==> config.mk <==
export PLATFORM = sky130hd
export DESIGN_NAME = oa_compressor_flat
export DESIGN_NICKNAME = d
export VERILOG_FILES = /design/src/rtl/bitfuscnn_pkg.sv /design/src/rtl/oa_compressor_if.sv /design/src/rtl/oa_run_encoder.sv /design/src/rtl/oa_compressor.sv /design/src/flat_wrapper.sv
export SDC_FILE = /design/constraint.sdc
export NUM_CORES = 1
export LEC_CHECK = 0
export ABC_AREA = 1
export CAP_MARGIN = 20
export CORE_ASPECT_RATIO = 0.9
export CORE_UTILIZATION = 52
export CTS_BUF_LIST = sky130_fd_sc_hd__clkbuf_16
export CTS_CLUSTER_DIAMETER = 100
export CTS_CLUSTER_SIZE = 28
export DETAILED_ROUTE_END_ITERATION = 6
export GPL_TIMING_DRIVEN = 0
export PLACE_DENSITY_LB_ADDON = 0.08
export SLEW_MARGIN = 0
export SYNTH_ARGS = -nofsm -noshare
export SYNTH_HDL_FRONTEND = slang
export SYNTH_SLANG_ARGS = --single-unit
==> constraint.sdc <==
create_clock -name clk -period 2.05 [get_ports clk]
set_input_delay 0.5125 -clock clk [delete_from_list [all_inputs] [get_ports clk]]
set_output_delay 0.5125 -clock clk [all_outputs]
set_load 0.005 [all_outputs]
==> src/rtl/bitfuscnn_pkg.sv <==
// Shared types for the output-activation compressor, the OARAM and its reader.
// The FSM state enum, the zero-run limit helper and the stored OARAM entry layout.
package bitfuscnn_pkg;

  // Index width of entries as laid out in the OARAM.
  localparam int OA_INDEX_WIDTH = 4;

  typedef enum logic [1:0] {
    IDLE = 2'd0,
    SCAN = 2'd1,
    DONE = 2'd2
  } oa_state_e;

  // Longest zero run one index field can describe.
  function automatic int max_run(input int index_width);
    return (1 << index_width) - 1;
  endfunction

  typedef struct packed {
    logic [7:0]                value;
    logic [OA_INDEX_WIDTH-1:0] index;
  } oaram_entry_t;

endpackage

==> src/rtl/oa_compressor_if.sv <==
// Stream-in / OARAM-write bundle of the output-activation compressor.
// master: the dense producer (PPU drain side) and OARAM/status observer.
// slave : the compressor itself.
interface oa_compressor_if #(
  parameter int RAM_WIDTH   = 10,
  parameter int INDEX_WIDTH = 4
);
  logic                   start;
  logic [7:0]             dense_value;
  logic                   dense_valid;
  logic                   dense_last;
  logic                   dense_ready;
  logic [7:0]             oaram_value;
  logic [INDEX_WIDTH-1:0] oaram_index;
  logic [RAM_WIDTH-1:0]   oaram_address;
  logic                   oaram_write_enable;
  logic [RAM_WIDTH:0]     entry_count;
  logic                   overflow;
  logic                   done;

  modport master (
    output start, dense_value, dense_valid, dense_last,
    input  dense_ready, oaram_value, oaram_index, oaram_address,
           oaram_write_enable, entry_count, overflow, done
  );

  modport slave (
    input  start, dense_value, dense_valid, dense_last,
    output dense_ready, oaram_value, oaram_index, oaram_address,
           oaram_write_enable, entry_count, overflow, done
  );
endinterface

==> src/rtl/oa_run_encoder.sv <==
// Combinational classifier for one dense beat against the current zero run.
// Decides whether the beat produces an OARAM entry and what the next run is.
// OA_RELU_EN: treat the byte as signed and clamp negatives to zero first.
module oa_run_encoder
  import bitfuscnn_pkg::*;
#(
  parameter int INDEX_WIDTH = 4
) (
  input  logic [7:0]             value,
  input  logic [INDEX_WIDTH-1:0] run,
  output logic                   emit,
  output logic [7:0]             emit_value,
  output logic [INDEX_WIDTH-1:0] emit_index,
  output logic [INDEX_WIDTH-1:0] next_run
);
  localparam logic [INDEX_WIDTH-1:0] MAX_RUN = INDEX_WIDTH'(max_run(INDEX_WIDTH));

  logic [7:0] v;

`ifdef OA_RELU_EN
  // In-line ReLU: 0x80..0xFF are negative and collapse to zero.
  assign v = value[7] ? 8'h00 : value;
`else
  assign v = value;
`endif

  // Nonzero -> (v, run); zero at a full run -> run-overflow entry; else extend run.
  always_comb begin
    emit       = 1'b0;
    emit_value = 8'h00;
    emit_index = run;
    next_run   = run + 1'b1;
    if (v != 8'h00) begin
      emit       = 1'b1;
      emit_value = v;
      next_run   = '0;
    end else if (run == MAX_RUN) begin
      // Run-overflow entry stands for MAX_RUN skipped zeros plus this zero.
      emit       = 1'b1;
      emit_index = MAX_RUN;
      next_run   = '0;
    end
  end
endmodule

==> src/rtl/oa_compressor.sv <==
// Zero-run-length compressor from the PPU drain stream into the OARAM.
// Each written entry carries a value and the count of zeros skipped before it;
// trailing zeros of a channel are dropped. Writes past OARAM capacity are
// discarded and flagged by the sticky overflow bit.
// Optional macro OA_RELU_EN: signed input with in-line ReLU (see oa_run_encoder).
module oa_compressor
  import bitfuscnn_pkg::*;
#(
  parameter int RAM_WIDTH   = 10,
  parameter int INDEX_WIDTH = 4,
  parameter int TILE_SIZE   = 128
) (
  input  logic            clk,
  input  logic            reset_n,
  oa_compressor_if.slave  bus
);
  localparam int POS_W = 2 * $clog2(TILE_SIZE);
  localparam logic [RAM_WIDTH:0] CAPACITY = {1'b1, {RAM_WIDTH{1'b0}}};

  oa_state_e              state_q, state_d;
  logic                   start_fire, beat_fire, full;
  logic [INDEX_WIDTH-1:0] run_q;
  logic [RAM_WIDTH-1:0]   ptr_q;
  logic [RAM_WIDTH:0]     cnt_q;
  logic                   ovf_q;
  logic                   wr_en_q;
  logic [7:0]             wr_value_q;
  logic [INDEX_WIDTH-1:0] wr_index_q;
  logic [RAM_WIDTH-1:0]   wr_addr_q;
  logic [POS_W-1:0]       pos_q;

  logic                   enc_emit;
  logic [7:0]             enc_value;
  logic [INDEX_WIDTH-1:0] enc_index;
  logic [INDEX_WIDTH-1:0] enc_next_run;

  oa_run_encoder #(.INDEX_WIDTH(INDEX_WIDTH)) u_enc (
    .value      (bus.dense_value),
    .run        (run_q),
    .emit       (enc_emit),
    .emit_value (enc_value),
    .emit_index (enc_index),
    .next_run   (enc_next_run)
  );

  assign beat_fire = (state_q == SCAN) && bus.dense_valid;
  assign full      = (cnt_q == CAPACITY);

  // State register.
  always_ff @(posedge clk or negedge reset_n) begin
    if (!reset_n) state_q <= IDLE;
    else          state_q <= state_d;
  end

  // Next state; start only counts outside SCAN.
  always_comb begin
    state_d    = state_q;
    start_fire = 1'b0;
    unique case (state_q)
      IDLE, DONE: if (bus.start) begin
        state_d    = SCAN;
        start_fire = 1'b1;
      end
      SCAN: if (bus.dense_valid && bus.dense_last) state_d = DONE;
      default: state_d = IDLE;
    endcase
  end

  // Run counter, write pointer, counts and the registered OARAM write port.
  always_ff @(posedge clk or negedge reset_n) begin
    if (!reset_n) begin
      run_q      <= '0;
      ptr_q      <= '0;
      cnt_q      <= '0;
      ovf_q      <= 1'b0;
      wr_en_q    <= 1'b0;
      wr_value_q <= '0;
      wr_index_q <= '0;
      wr_addr_q  <= '0;
      pos_q      <= '0;
    end else begin
      wr_en_q <= 1'b0;
      if (start_fire) begin
        run_q <= '0;
        ptr_q <= '0;
        cnt_q <= '0;
        ovf_q <= 1'b0;
        pos_q <= '0;
      end else if (beat_fire) begin
        run_q <= enc_next_run;
        pos_q <= pos_q + 1'b1;
        if (enc_emit) begin
          if (full) begin
            // Stream keeps draining; the entry is lost and the address holds.
            ovf_q <= 1'b1;
          end else begin
            wr_en_q    <= 1'b1;
            wr_value_q <= enc_value;
            wr_index_q <= enc_index;
            wr_addr_q  <= ptr_q;
            ptr_q      <= ptr_q + 1'b1;
            cnt_q      <= cnt_q + 1'b1;
          end
        end
      end
    end
  end

  // A channel never exceeds one tile's worth of positions.
  a_tile_len: assert property (@(posedge clk) disable iff (!reset_n)
    !(beat_fire && !bus.dense_last && (&pos_q)));

  assign bus.dense_ready        = (state_q == SCAN);
  assign bus.done               = (state_q == DONE);
  assign bus.oaram_write_enable = wr_en_q;
  assign bus.oaram_value        = wr_value_q;
  assign bus.oaram_index        = wr_index_q;
  assign bus.oaram_address      = wr_addr_q;
  assign bus.entry_count        = cnt_q;
  assign bus.overflow           = ovf_q;
endmodule

==> src/flat_wrapper.sv <==
// flat-port wrapper written by rule: the top's interface ports become plain ports
module oa_compressor_flat import bitfuscnn_pkg::*;
#(
  parameter int RAM_WIDTH   = 10,
  parameter int INDEX_WIDTH = 4,
  parameter int TILE_SIZE   = 128
)
  (clk, reset_n, bus_start, bus_dense_value, bus_dense_valid, bus_dense_last, bus_dense_ready, bus_oaram_value, bus_oaram_index, bus_oaram_address, bus_oaram_write_enable, bus_entry_count, bus_overflow, bus_done);
  oa_compressor_if #(.RAM_WIDTH(RAM_WIDTH), .INDEX_WIDTH(INDEX_WIDTH)) bus_i ();
  input  logic clk;
  input  logic reset_n;
  input wire logic [$bits(bus_i.start)-1:0] bus_start;
  input wire logic [$bits(bus_i.dense_value)-1:0] bus_dense_value;
  input wire logic [$bits(bus_i.dense_valid)-1:0] bus_dense_valid;
  input wire logic [$bits(bus_i.dense_last)-1:0] bus_dense_last;
  output wire logic [$bits(bus_i.dense_ready)-1:0] bus_dense_ready;
  output wire logic [$bits(bus_i.oaram_value)-1:0] bus_oaram_value;
  output wire logic [$bits(bus_i.oaram_index)-1:0] bus_oaram_index;
  output wire logic [$bits(bus_i.oaram_address)-1:0] bus_oaram_address;
  output wire logic [$bits(bus_i.oaram_write_enable)-1:0] bus_oaram_write_enable;
  output wire logic [$bits(bus_i.entry_count)-1:0] bus_entry_count;
  output wire logic [$bits(bus_i.overflow)-1:0] bus_overflow;
  output wire logic [$bits(bus_i.done)-1:0] bus_done;
  assign bus_i.start = bus_start;
  assign bus_i.dense_value = bus_dense_value;
  assign bus_i.dense_valid = bus_dense_valid;
  assign bus_i.dense_last = bus_dense_last;
  assign bus_dense_ready = bus_i.dense_ready;
  assign bus_oaram_value = bus_i.oaram_value;
  assign bus_oaram_index = bus_i.oaram_index;
  assign bus_oaram_address = bus_i.oaram_address;
  assign bus_oaram_write_enable = bus_i.oaram_write_enable;
  assign bus_entry_count = bus_i.entry_count;
  assign bus_overflow = bus_i.overflow;
  assign bus_done = bus_i.done;
  oa_compressor #(.RAM_WIDTH(RAM_WIDTH), .INDEX_WIDTH(INDEX_WIDTH), .TILE_SIZE(TILE_SIZE)) u_core (.clk(clk), .reset_n(reset_n), .bus(bus_i));
endmodule
# == Word level (Yosys, flattened, before mapping) ==
# Index checks and enable logic that the tools add are counted.
# W data, S select, Z words.
# word_totals
ff_bits,51
latch_bits,0
mem_bits_rw,0
mem_bits_ro,0
input_bits,13
output_inout_bits,37
elab_cells,63
n_memories,0
# classes
add_sub_neg,3
mul,0
div_mod_pow,0
order_cmp,0
n_eq_ne,7
n_shift,0
n_mux,30
bitwise_logic,2
reduce_logical,12
# op_table
op,n
$mux W11,4
$mux W10,4
$mux W4,6
$mux W1,12
$add A11 B1 Y11 const B,1
$eq A11 B11 Y1 const B,1
$add A10 B1 Y10 const B,1
$mux W8,1
$reduce_bool A8 Y1,1
$reduce_and A3 Y1,2
$reduce_bool A2 Y1,3
$add A4 B1 Y4 const B,1
$eq A4 B4 Y1 const B,1
$mux W2,2
$ne A2 B1 Y1 const B,2
$pmux W2 S2,1
$reduce_and A4 Y1,1
$eq A2 B1 Y1 const B,1
$eq A2 B2 Y1 const B,1
$logic_and A1 B1 Y1,2
$logic_not A2 Y1,1
$ne A2 B2 Y1 const B,1
$not A1 Y1,2
$reduce_and A2 Y1,1
$reduce_or A2 Y1,1

# == Longest topological paths before layout ==
# logic_depth
word_depth,6
ltp_mapped,10
depth_no_buf,9

# == Modules after synthesis ==
# Synthesis repeated with hierarchy kept, for this count alone.
# unflattened
hier_cells,342
area_unflattened_um2,2706.3
# by_module_without_submodules
mod,instances,cells_per_inst,area_per_inst_um2,seq_area_each_um2
oa_compressor,1,304,2534.9,1276.2
oa_run_encoder,1,38,171.4,0.0

# == Worst setup path before layout ==
# No wires, ideal clock.
# synth_timing
path_type,flip-flop to flip-flop
startpoint,register u_core.cnt_q[0] (netlist: u_core.bus.entry_count[0])
endpoint,register u_core.ptr_q[5]
setup_time_ns,0.116
arrival_time_ns,1.361
required_ns,1.934
path_slack_ns,0.572
stages_incl_launch_ff,11
path_buffers,1
synth_period_minus_slack_ns,1.478
path_cell_list,dfrtp_1 -> inv_1 -> ha_1 -> nand2_1 -> nor2_2 -> nand3_1 -> nor2_2 -> nor2_4 -> buf_6 -> nand2_1 -> nand2_1
# synth_between
elab_chain_len,3
# synth_rtl
item,line,source
start: declaration,oa_compressor.sv:24,logic [RAM_WIDTH:0] cnt_q;
start signal: assignment,oa_compressor.sv:102,cnt_q <= cnt_q + 1'b1;
$eq A11 B11 Y1,oa_compressor.sv:47,assign full = (cnt_q == CAPACITY);
$ne A2 B1 Y1 (no source line),n/a,
$reduce_and A3 Y1 (no source line),n/a,
end signal: assignment,oa_compressor.sv:101,ptr_q <= ptr_q + 1'b1;
end: declaration,oa_compressor.sv:23,logic [RAM_WIDTH-1:0] ptr_q;
# Every way passes these cells.
# A chain may end at the register's enable or synchronous reset.

# == Worst setup path after layout ==
# layout_timing
startpoint,register u_core.state_q[1]
endpoint,output port bus_dense_ready
# layout_between
elab_chain_len,1
# layout_rtl
item,line,source
start: declaration,oa_compressor.sv:20,"oa_state_e state_q, state_d;"
start signal: assignment,oa_compressor.sv:52,else state_q <= state_d;
$eq A2 B1 Y1,oa_compressor.sv:113,assign bus.dense_ready = (state_q == SCAN);
end: declaration,flat_wrapper.sv:16,output wire logic [$bits(bus_i.dense_ready)-1:0] bus_dense_ready;
# Every way passes these cells.

==> metrics.md <==
| Metric | Value |
|---|---|
| Crit Path Max Fanout | `6` |
| Worst Setup Start Kind | `register` |
| Syn Std Cell Area | `2720 sq um` |
| Postcts setup bufs | `0` |
| Clk_lat worst skew | `0.29 ns` |
| Fin Setup TNS | `0 ns` |
| IO Pins | `50` |
| Vias post-DR | `2382` |
| # DRC | `0` |
| Port buffer count | `49` |
| Async SR Flop Fraction | `100%` |
| Global-route wire length before repair | `9960 um` |
| Die Ht | `70.6 um` |
| RR Startpoint | `u_core.bus.entry_count[0]$_DFFE_PN0P_` |
| Post-DP HPWL | `4070 um` |
| Crit. End Element | `output port` |
| Total Power | `3.58 mW` |
| Initial antenna violation count | `0` |
| Clock Path Buffers | `2` |
| Worst setup path start | `u_core.state_q[1]$_DFFE_PN0P_` |
| Total global-route track usage | `22.9%` |
| Worst Tran Pin Value | `0.417 ns` |
| Seq/Total Area, Yosys | `46.9%` |
| Achievable Freq | `517 MHz` |
| CTS tree | `done` |
| Final setup violation count | `0` |
| Max Cap Viol | `0` |
| Drt via density | `5.00` |
| Yosys warns | `0` |
| Die width | `78.2 um` |
| Nets | `428` |
| EDFF count, synth | `0` |
| Synth Register Bits | `51` |
| GRT overflow | `0` |
| Syn-to-layout area delta | `27.6%` |
| Initial Utilization | `55.2%` |
| Final hold violation count | `0` |
| Most common cell after layout, fill and taps aside | `nand2_1` |
| Distinct cells, synth | `26` |
| ANT cells | `0` |
| Final worst-path cycle share | `94.3%` |
| Vias in the first global route | `2114` |
| Worst slew margin | `72.2%` |
| Total wire length | `5810 um` |
| Largest net degree at the start of global routing | `35` |
| Worst VDD drop | `751 uV` |
| Class of the worst hold path | `input port to asynchronous set/reset pin` |
| Site row count | `24` |
| Fill cells | `422` |
| Final critical-path required period | `1.93 ns` |
| Fin. max-slew vios | `0` |
| WL per Instance | `12.2 um` |
| Sink Count | `51` |
| Crit path required time | `1.54 ns` |
| Clock tree root driver cell | `clkbuf_16` |
| Syn_area_per_cell | `7.68 sq um` |
| Hold bufs inserted after CTS | `0` |
| Core Region | `4920 sq um` |
| Primary FF master, synth | `dfrtp_1` |
| Post-Syn Nets | `371` |
| Clk_skew | `0.00765 ns` |
| CP arrival | `1.42 ns` |
| Outcome | `completed` |
| Post-route antenna net violation count | `0` |
| Crit path kind | `register to output port` |
| P_leak | `1.75 nW` |
| Post-CTS sizing | `0` |
| Pre-antenna DRT Iters | `4` |
| Unrepaired setup endpoints after global routing | `false` |
| Commonest cells after routing, fill and taps aside | `154 x nand2_1, 51 x dfrtp_1, 48 x clkdlybuf4s50_1` |
| Share of layout cells above drive strength 1 | `12.4%` |
| Final GP Congestion | `0.841` |
| Number of H-tree levels | `2` |
| Num CTS Buffers | `5` |
| Mapped Cells | `354` |
| Starting DRT DRC Count | `173` |
| Die area | `5520 sq um` |
| Clk slew on worst S/H paths | `0.07 ns` |
| Power per cell area | `1030 nW/um^2` |
==> final timing paths <==
path / slack, ns / cells past startpoint / end
hold reg to reg: 0.48 / 2 / u_core.bus.oaram_address[5]$_DFFE_PN0P_
hold / removal: 0.15 / 1 / u_core.bus.oaram_value[4]$_DFFE_PN0P_
max in group asynchronous: 1.37 / 2 / u_core.state_q[0]$_DFFE_PN0P_
setup reg to reg: 0.37 / 10 / u_core.bus.entry_count[9]$_DFFE_PN0P_
setup / recovery: 0.12 / 2 / bus_dense_ready
min in group clk: 0.48 / 2 / u_core.bus.oaram_address[5]$_DFFE_PN0P_
==> routing by layer <==
| metal | track usage, % | wire (um) | vias to the layer above |
|---|---|---|---|
| met5 | 0 | 0 | - |
| li1 | - | - | 1220 |
| met1 | 32.6 | 2820 | 1094 |
| met2 | 36.7 | 2720 | 64 |
| met3 | 3.48 | 211 | 4 |
| met4 | 6.17 | 54 | 0 |
==> metrics by stage <==
step	util (%)	hold WS, ns	cells	setup WS (ns)	instance area [sq um]
floorplan	-	0.217	354	0.572	2720
global placement	66.8	0.461	468	-1.08	3290
detailed placement	67.1	0.465	469	-0.0346	3310
CTS	70.5	0.164	476	0.113	3470
global route	70.5	0.169	476	0.0309	3470
finish	70.5	0.149	476	0.116	3470
==> area by class of cell <==
cell class / count / area [sq um] / share of cell area, %
multi-input combinational: 268 / 1240 / 35.6
clock buffer: 5 / 125 / 3.61
timing repair buffer: 50 / 505 / 14.6
clock inverter: 2 / 37.5 / 1.08
inverter: 24 / 90.1 / 2.60
tap: 65 / 81.3 / 2.34
sequential: 51 / 1280 / 36.8
buffer: 11 / 118 / 3.39
==> sequential cells by signal, indices dropped and copies added (netlist names) <==
register / cells
u_core.bus.overflow: 1
u_core.bus.oaram_address: 10
u_core.bus.oaram_value: 8
u_core.run_q: 4
u_core.state_q: 2
u_core.bus.entry_count: 11
u_core.bus.oaram_index: 4
u_core.bus.oaram_write_enable: 1
u_core.ptr_q: 10
==> logic make-up after synthesis <==
group | share of synthesized area (%)
buffers and inverters | 7.64
adders and majority gates | 1.84
and+or+nand+nor | 37.5
xor gates and xnor gates | 0.322
DFF | 46.9
AOI/OAI and AO/OA | 5.80
==> power breakdown <==
group          switching [mW]  internal, mW
combinational           0.675         0.636
clock                   0.356         0.569
sequential              0.155          1.19
==> cell usage after synthesis, types with 5 or more instances <==
cell / number / area share, %
nand2_1: 154 / 21
dfrtp_1: 51 / 47
nor2_1: 40 / 5.5
inv_1: 20 / 2.8
nand3_1: 12 / 2.2
a21oi_1: 11 / 2.0
nand2_2: 11 / 2.5
o21ai_0: 9 / 1.7
buf_6: 6 / 2.5
nand4_1: 5 / 1.1
==> critical path, stage by stage, from the launching register on <==
cell	delay, ns
dfrtp_1	0.44
nor2_8	0.18
clkdlybuf4s50_1	0.52
No activity file was read; power rests on OpenSTA's default activity.
